### src/rtl/alu_if.sv
// Operand/result bundle between the execute-stage issue logic and the ALU.
// master drives operands and the operation code; slave returns the result and flags.
interface alu_if;
   localparam int unsigned XLEN = 32;
   localparam int unsigned OPW  = 4;

   logic            load_hazard;
   logic [XLEN-1:0] op_a;
   logic [XLEN-1:0] op_b;
   logic [OPW-1:0]  ALU_op;
   logic [XLEN-1:0] res;
   logic            mul_stall;
   logic            z;
   logic            less;

   modport master (
      output load_hazard, op_a, op_b, ALU_op,
      input  res, mul_stall, z, less
   );

   modport slave (
      input  load_hazard, op_a, op_b, ALU_op,
      output res, mul_stall, z, less
   );
endinterface

### src/rtl/alu.sv
// Execute-stage ALU: combinational RV32I operations, a registered RV32M multiplier
// that stalls the pipeline for one cycle per multiply, and branch compare flags.
module alu (
   input  logic CLK,
   input  logic nrst,
   alu_if.slave bus
);
   localparam int unsigned XLEN = 32;
   localparam int unsigned PW   = 2 * XLEN;
   localparam int unsigned SHW  = 5;

   typedef enum logic [3:0] {
      OP_NOP0   = 4'd0,
      OP_ADD    = 4'd1,
      OP_SUB    = 4'd2,
      OP_AND    = 4'd3,
      OP_OR     = 4'd4,
      OP_XOR    = 4'd5,
      OP_SLT    = 4'd6,
      OP_SLTU   = 4'd7,
      OP_SLL    = 4'd8,
      OP_SRL    = 4'd9,
      OP_SRA    = 4'd10,
      OP_MUL    = 4'd11,
      OP_MULH   = 4'd12,
      OP_MULHSU = 4'd13,
      OP_MULHU  = 4'd14,
      OP_NOP15  = 4'd15
   } op_e;

   op_e                    op;
   logic [SHW-1:0]         shamt;
   logic                   lt_s;
   logic                   lt_u;
   logic                   is_mul;
   logic                   sign_a;
   logic                   sign_b;
   logic signed [PW-1:0]   mul_a;
   logic signed [PW-1:0]   mul_b;
   logic [PW-1:0]          product;
   logic [PW-1:0]          prod;
   logic                   done;
   logic [XLEN-1:0]        res_c;

   assign op     = op_e'(bus.ALU_op);
   assign shamt  = bus.op_b[SHW-1:0];
   assign lt_s   = $signed(bus.op_a) < $signed(bus.op_b);
   assign lt_u   = bus.op_a < bus.op_b;
   assign is_mul = (op == OP_MUL) || (op == OP_MULH) || (op == OP_MULHSU) || (op == OP_MULHU);

   // Operand signedness: A is signed except for MULHU, B only for MUL/MULH.
   assign sign_a = (op != OP_MULHU);
   assign sign_b = (op == OP_MUL) || (op == OP_MULH);

   // Extending straight to 64 bits keeps the low 64 product bits identical to the
   // 33x33 -> 66-bit signed product, and those are the only bits ever consumed.
   assign mul_a   = {{XLEN{sign_a & bus.op_a[XLEN-1]}}, bus.op_a};
   assign mul_b   = {{XLEN{sign_b & bus.op_b[XLEN-1]}}, bus.op_b};
   assign product = PW'(mul_a * mul_b);

   // Multiplier result register; done marks a captured product for one cycle.
   always_ff @(posedge CLK or posedge nrst) begin
      if (nrst) begin
         prod <= '0;
         done <= 1'b0;
      end else if (bus.load_hazard) begin
         done <= 1'b0;
      end else if (is_mul && !done) begin
         prod <= product;
         done <= 1'b1;
      end else begin
         done <= 1'b0;
      end
   end

   // Result select.
   always_comb begin
      res_c = '0;
      unique case (op)
         OP_ADD:    res_c = bus.op_a + bus.op_b;
         OP_SUB:    res_c = bus.op_a - bus.op_b;
         OP_AND:    res_c = bus.op_a & bus.op_b;
         OP_OR:     res_c = bus.op_a | bus.op_b;
         OP_XOR:    res_c = bus.op_a ^ bus.op_b;
         OP_SLT:    res_c = XLEN'(lt_s);
         OP_SLTU:   res_c = XLEN'(lt_u);
         OP_SLL:    res_c = bus.op_a << shamt;
         OP_SRL:    res_c = bus.op_a >> shamt;
         OP_SRA:    res_c = XLEN'($signed(bus.op_a) >>> shamt);
         OP_MUL:    res_c = prod[XLEN-1:0];
         OP_MULH,
         OP_MULHSU,
         OP_MULHU:  res_c = prod[PW-1:XLEN];
         default:   res_c = '0;
      endcase
   end

   assign bus.res       = res_c;
   assign bus.mul_stall = is_mul && !done;
   assign bus.z         = (res_c == '0);
   // Branch compare: unsigned only when the issuing op is SLTU (BLTU/BGEU).
   assign bus.less      = (op == OP_SLTU) ? lt_u : lt_s;
endmodule

### src/flat_wrapper.sv
// flat-port wrapper written by rule: the top's interface ports become plain ports
module alu_flat 
  (CLK, nrst, bus_load_hazard, bus_op_a, bus_op_b, bus_ALU_op, bus_res, bus_mul_stall, bus_z, bus_less);
  alu_if bus_i ();
  input  logic CLK;
  input  logic nrst;
  input wire logic [$bits(bus_i.load_hazard)-1:0] bus_load_hazard;
  input wire logic [$bits(bus_i.op_a)-1:0] bus_op_a;
  input wire logic [$bits(bus_i.op_b)-1:0] bus_op_b;
  input wire logic [$bits(bus_i.ALU_op)-1:0] bus_ALU_op;
  output wire logic [$bits(bus_i.res)-1:0] bus_res;
  output wire logic [$bits(bus_i.mul_stall)-1:0] bus_mul_stall;
  output wire logic [$bits(bus_i.z)-1:0] bus_z;
  output wire logic [$bits(bus_i.less)-1:0] bus_less;
  assign bus_i.load_hazard = bus_load_hazard;
  assign bus_i.op_a = bus_op_a;
  assign bus_i.op_b = bus_op_b;
  assign bus_i.ALU_op = bus_ALU_op;
  assign bus_res = bus_i.res;
  assign bus_mul_stall = bus_i.mul_stall;
  assign bus_z = bus_i.z;
  assign bus_less = bus_i.less;
  alu u_core (.CLK(CLK), .nrst(nrst), .bus(bus_i));
endmodule
### config.mk
export PLATFORM = sky130hd
export DESIGN_NAME = alu_flat
export DESIGN_NICKNAME = d
export VERILOG_FILES = /design/src/rtl/alu_if.sv /design/src/rtl/alu.sv /design/src/flat_wrapper.sv
export SDC_FILE = /design/constraint.sdc
export NUM_CORES = 2
export LEC_CHECK = 0
export BUFFER_PORTS_ARGS = -buffer_cell sky130_fd_sc_hd__buf_2
export CORE_MARGIN = 2
export CORE_UTILIZATION = 45
export CTS_CLUSTER_DIAMETER = 50
export DETAILED_ROUTE_END_ITERATION = 10
export PLACE_DENSITY = 0.69
export SLEW_MARGIN = 20
export SYNTH_ARGS = -nofsm -noshare
export SYNTH_HDL_FRONTEND = slang
export SYNTH_SLANG_ARGS = --single-unit
### constraint.sdc
create_clock -name CLK -period 12.1 [get_ports CLK]
set_input_delay 3.025 -clock CLK [delete_from_list [all_inputs] [get_ports CLK]]
set_output_delay 3.025 -clock CLK [all_outputs]
set_load 0.02 [all_outputs]
Word-level counts from Yosys, hierarchy flattened
Cells that the tools add are included.
{"block": "classes", "add_sub_neg": 2, "magnitude_cmp": 2, "n_mux": 4, "shifts": 3, "reduce_logical": 8, "multipliers": 1, "n_eq_ne": 15, "bitwise_logic": 6}
{"op": "32-bit case mux with 12 select lines", "n": 1}
{"op": "32-bit < comparator", "n": 2}
{"op": "33-bit by 33-bit multiplier with 64-bit output", "n": 1}
{"op": "32-bit adder", "n": 1}
{"op": "32-bit bitwise AND", "n": 1}
{"op": "32-bit logical NOT", "n": 1}
{"op": "32-bit OR", "n": 1}
{"op": "32-bit by 5-bit << shifter with 32-bit output", "n": 1}
{"op": "32-bit by 5-bit right shift with 32-bit output", "n": 1}
{"op": "32-bit by 5-bit >>> shifter with 32-bit output", "n": 1}
{"op": "32-bit subtractor", "n": 1}
{"op": "32-bit XOR", "n": 1}
{"op": "4-bit equality test (second input constant)", "n": 7}
{"op": "4-bit by 3-bit equality test with 1-bit output (second input constant)", "n": 4}
{"op": "4-bit by 2-bit equality test with 1-bit output (second input constant)", "n": 2}
{"op": "4-bit by 1-bit equality test with 1-bit output (second input constant)", "n": 1}
{"op": "4-bit inequality test (second input constant)", "n": 1}
{"op": "1-bit logical OR", "n": 3}
{"op": "1-bit 2-to-1 mux", "n": 3}
{"op": "3-bit OR reduction", "n": 1}
{"op": "1-bit bitwise AND", "n": 2}
{"op": "2-bit AND reduction", "n": 1}
{"op": "1-bit logical AND", "n": 1}
{"op": "1-bit logical NOT", "n": 1}
{"op": "1-bit inverter", "n": 1}
{"block": "word_totals", "register_bits": 65, "word_cells": 43, "output_inout_bits": 35}

Logic depth before layout (Yosys ltp)
{"block": "depth", "depth_word": 7, "mapped_depth": 36, "depth_no_buf": 31}

Worst setup path after synthesis
Ideal clock, no wire load.
{"block": "synth_timing", "kind": "input to register", "from": "in bus_op_b[2]", "to": "reg u_core.prod[63]", "arrival_ps": 12161, "setup_ps": 126, "stages": 35, "path_slack_ps": -186, "path_buffers": 7, "cell_sequence": "clkbuf_1 > inv_1 > buf_2 > clkbuf_1 > buf_1 > clkbuf_1 > clkbuf_1 > buf_1 > nor2_1 > fa_1 > inv_1 > fa_1 > inv_1 > fa_1 > fa_1 > inv_1 > fa_1 > inv_1 > fa_1 > inv_1 > fa_1 > inv_1 > fa_1 > ha_1 > a21oi_1 > o21ai_0 > a221oi_1 > nor2_1 > a2111oi_0 > a21oi_1 > a311o_1 > a211o_1 > a31oi_1 > mux2i_1 > nand3_1"}
{"block": "synth_via", "elab_chain_cells": 1}
{"item": "from (decl)", "line": "flat_wrapper.sv:9", "source": "input wire logic [$bits(bus_i.op_b)-1:0] bus_op_b;"}
{"item": "33-bit by 33-bit multiplier with 64-bit output", "line": "alu.sv:59", "source": "assign product = PW'(mul_a * mul_b);"}
{"item": "to (signal assigned)", "line": "alu.sv:69", "source": "prod <= product;"}
{"item": "to (decl)", "line": "alu.sv:41", "source": "logic [PW-1:0] prod;"}
Every way passes these cells.
A chain may end at the register's enable or synchronous reset.

Final worst setup path
{"block": "layout_timing", "from": "in bus_op_a[14]", "to": "out bus_z"}
{"block": "layout_via", "elab_chain_cells": 3}
{"item": "from (decl)", "line": "flat_wrapper.sv:8", "source": "input wire logic [$bits(bus_i.op_a)-1:0] bus_op_a;"}
{"item": "32-bit subtractor (tied with other cells)", "line": "alu.sv:81", "source": "OP_SUB: res_c = bus.op_a - bus.op_b;"}
{"item": "32-bit case mux with 12 select lines (*)", "line": "alu.sv:79", "source": "unique case (op)"}
{"item": "32-bit logical NOT (*)", "line": "alu.sv:100", "source": "assign bus.z = (res_c == '0);"}
{"item": "to (decl)", "line": "flat_wrapper.sv:13", "source": "output wire logic [$bits(bus_i.z)-1:0] bus_z;"}
Mark *: on every way between the ends. The rest lies on a longest branch, timed or not.

==> impl_metrics.csv <==
group,metric,value,unit
status,outcome,"completed",
global_routing,grt_pass1_wl,304000,µm
global_routing,grt_pass1_vias,44800,
clock_network,cts_tree,"yes",
floorplanning,start_util,0.455,
logic_synthesis,postSynthCellCount,5708,
placed_design,place_area,51500,µm²
sta,drv_slew,0,
routing,drtAntennaViolNets,0,
floorplanning,row_count,120,
setup_path,critical-path-max-stage-delay,0.77,ns
setup_path,crit_chain,"buf_2 -> buf_4 -> inv_1 -> buf_4 -> ha_1 -> or3_1 -> nor4_1 -> nand2_1 -> o21ai_0 -> a211oi_1 -> buf_4 -> o31ai_1 -> o21ai_0 -> o21ai_0 -> nor3b_1 -> nand4b_1 -> nor3_2 -> buf_2",
sta,rsz0062_at_grt,"false",
routing,first_iter_violations,4968,
finish,stdcell_area,51900,µm²
global_routing,grt_util_all_layers,0.377,
clock_network,hold_buffers,0,
routing,wirelength,208000,µm
sta,final.setup.tns,0,ns
floorplanning,ios,106,
sta,max_slew.worst_pin.slew,1.20,ns
floorplanning,dieHeight,334,µm
logic_synthesis,synth_edf_count,0,
sta,fmax,86.3,MHz
clock_network,post-cts-setup-buffers,0,
global_routing,grt_overflow,0,
sta,finalCritPeriodShare,0.957,
sta,setup_viol,0,
placed_design,gp_congestion,1.07,
routing,first_pass_iters,8,
floorplanning,fp.coreArea,107000,µm²
clock_network,cts_root_buffer,"clkbuf_16",
clock_network,cts_repair_resize_count,0,
global_routing,grt_max_degree,99,
placed_design,dp_hpwl,172000,µm
logic_synthesis,syn-mean-instance-area,8.56,µm²
clock_network,cts.clk_slew.worst_paths,0.07,ns
sta,hold_viol,0,
routing,drc,0,
logic_synthesis,syn-num-nets,7215,
routing,wire_per_inst,29.2,µm
logic_synthesis,ys_seq_area_frac,0.0333,
logic_synthesis,ys_ff_latch,65,
sta,finalCriticalPeriod,11.58,ns
logic_synthesis,ys.flop_type,"dfrtp_1",
flow_run,max_cap_viol_count,0,
placed_design,io_buffers,105,
setup_path,cp_max_fo,20,
logic_synthesis,async_reset_ff_frac,1.00,
setup_path,end_kind,"output port",
logic_synthesis,ys.warnings.count,0,
floorplanning,die_area,111000,µm²
finish,synthToLayoutAreaGrowth,6.17,%
sta,fin_skew,0.0138,ns
clock_network,htreeDepth,3,
hold_path,min_path_type,"flop to flop",
finish,fin_nets,7207,
routing,vias_per_cell,6.06,
setup_path,arrival,8.56,ns
clock_network,cts_inserted_buffers,9,
logic_synthesis,synth_area,48900,µm²
clock_network,clockBufferDepth,2,
setup_path,slowest_stage,"o31ai_1",
finish,final_layout_size_suffix_gt1_frac,0.0806,
setup_path,worst-setup-path-type,"input pin to output port",
clock_network,cts_sinks,65,
finish,nFillCells,10300,
global_routing,antenna_found_initial,26,
setup_path,critPathLaunchType,"input pin",
sta,max-slew-margin-rel,0.200,
floorplanning,die_w,334,µm
routing,vias,43200,
logic_synthesis,synth_cell_types,96,
clock_network,clock_latency,0.38,ns
setup_path,worstPathRequired,9.07,ns
[cells by family after synthesis]
group	after synthesis	synth area share
AO/OA/AOI/OAI	721	0.0994
adder cells (fa/ha/maj)	1436	0.541
multiplexers	128	0.0417
AND/OR/NAND/NOR	1714	0.148
buffers and inverters	1556	0.121
flip-flops	65	0.0333
XOR/XNOR	88	0.0158
[critical path, delay by kind of cell]
family,cells,cell delay [ns]
AO/OA/AOI/OAI,5,2.03
adder cells (fa/ha/maj),1,0.34
buffers and inverters,6,1.46
AND/OR/NAND/NOR,6,1.63
[path summary, 6_finish.rpt]
check | end | depth (start not counted) | start | slack, ns
max in group asynchronous | u_core.prod[58] | 3 | nrst | 8.53
min in group asynchronous | u_core.prod[11] | 3 | nrst | 2.87
hold / removal | u_core.prod[1] | 2 | u_core.prod[1] | 0.49
setup reg to reg | u_core.prod[63] | 5 | u_core.done | 9.78
hold reg to reg | u_core.prod[1] | 2 | u_core.prod[1] | 0.49
setup / recovery | bus_z | 18 | bus_op_a[14] | 0.52
[metal layers]
layer	vias up	GRT usage	wire length [µm]
met5	-	0	57
met4	8	0.233	15900
met3	725	0.0994	23700
met2	2815	0.572	91100
met1	22000	0.482	77500
li1	17600	-	-
[per-stage QoR]
stage / utilization / instances / worst slack, ns / hold WS, ns
after floorplan: - / 5708 / 0.0123 / 0.439
after global routing: 0.483 / 7110 / 0.267 / 0.512
final: 0.483 / 7122 / 0.516 / 0.494
after detailed placement: 0.480 / 7092 / 0.300 / 0.481
after global placement: 0.480 / 7092 / 0.236 / 0.466
after CTS: 0.483 / 7108 / 0.683 / 0.494
[registers in the layout, indices dropped and copies added (netlist names)]
signal and cells:
u_core.done 1, u_core.prod 64
[cells in the mapped netlist (14+ instances only)]
cell type  instances  share of area
clkbuf_1         248          0.019
xnor2_1           59          0.011
nor3_1            69         0.0071
nor2_1           480          0.037
and3_1            20         0.0026
a211oi_1          33         0.0051
o21ai_0          162          0.017
nand3_1           59         0.0060
a22oi_1           27         0.0041
o221ai_1          14         0.0025
o21bai_1          16         0.0025
a31oi_1           18         0.0023
o211ai_1          27         0.0041
ha_1             309          0.079
o31ai_1           15         0.0023
mux4_2            42          0.019
nor2b_1           26         0.0033
inv_1           1188          0.091
mux2i_1           53          0.011
mux2_2            20         0.0046
a21oi_1          150          0.015
nand2_1          916          0.070
buf_1             74         0.0057
dfrtp_1           65          0.033
and2_1            14         0.0018
o22ai_1           30         0.0038
nand2b_1          26         0.0033
buf_2             23         0.0024
a21o_1            61         0.0094
a2111oi_0         17         0.0030
or3_1             17         0.0022
nor4_1            15         0.0019
a221oi_1          19         0.0034
xor2_1            29         0.0052
fa_1            1127           0.46
[cell type report]
class / instances / area, µm² / area share
Multi-Input combinational cell: 4087 / 41300 / 0.797
Inverter: 1205 / 4520 / 0.0872
Timing Repair Buffer: 332 / 2280 / 0.0440
Tap cell: 1403 / 1760 / 0.0338
Sequential cell: 65 / 1630 / 0.0314
Clock buffer: 9 / 225 / 0.00434
Clock inverter: 7 / 83.8 / 0.00162
Antenna cell: 14 / 35.0 / 0.000675
[placed cells by master (no fill, tap or decap), types with 16 or more instances in the layout]
| cell | instances |
|---|---|
| nor2b_1 | 25 |
| nor3_1 | 67 |
| o22ai_1 | 30 |
| nand2b_1 | 26 |
| a221oi_1 | 19 |
| a21o_1 | 61 |
| a211oi_1 | 33 |
| ha_1 | 309 |
| o21ai_0 | 162 |
| buf_4 | 224 |
| xnor2_1 | 59 |
| nand2_1 | 916 |
| dfrtp_1 | 65 |
| a31oi_1 | 18 |
| fa_1 | 1127 |
| inv_1 | 1183 |
| and3_1 | 20 |
| o211ai_1 | 27 |
| a21oi_1 | 150 |
| mux2i_1 | 53 |
| mux2_2 | 20 |
| mux4_2 | 42 |
| buf_2 | 104 |
| a22oi_1 | 27 |
| or3_1 | 16 |
| xor2_1 | 29 |
| nand3_1 | 59 |
| nor2_1 | 480 |
| o21bai_1 | 16 |
Power is not shown: default switching activity piles up to over one toggle a cycle in this logic, so the estimate is an artifact.
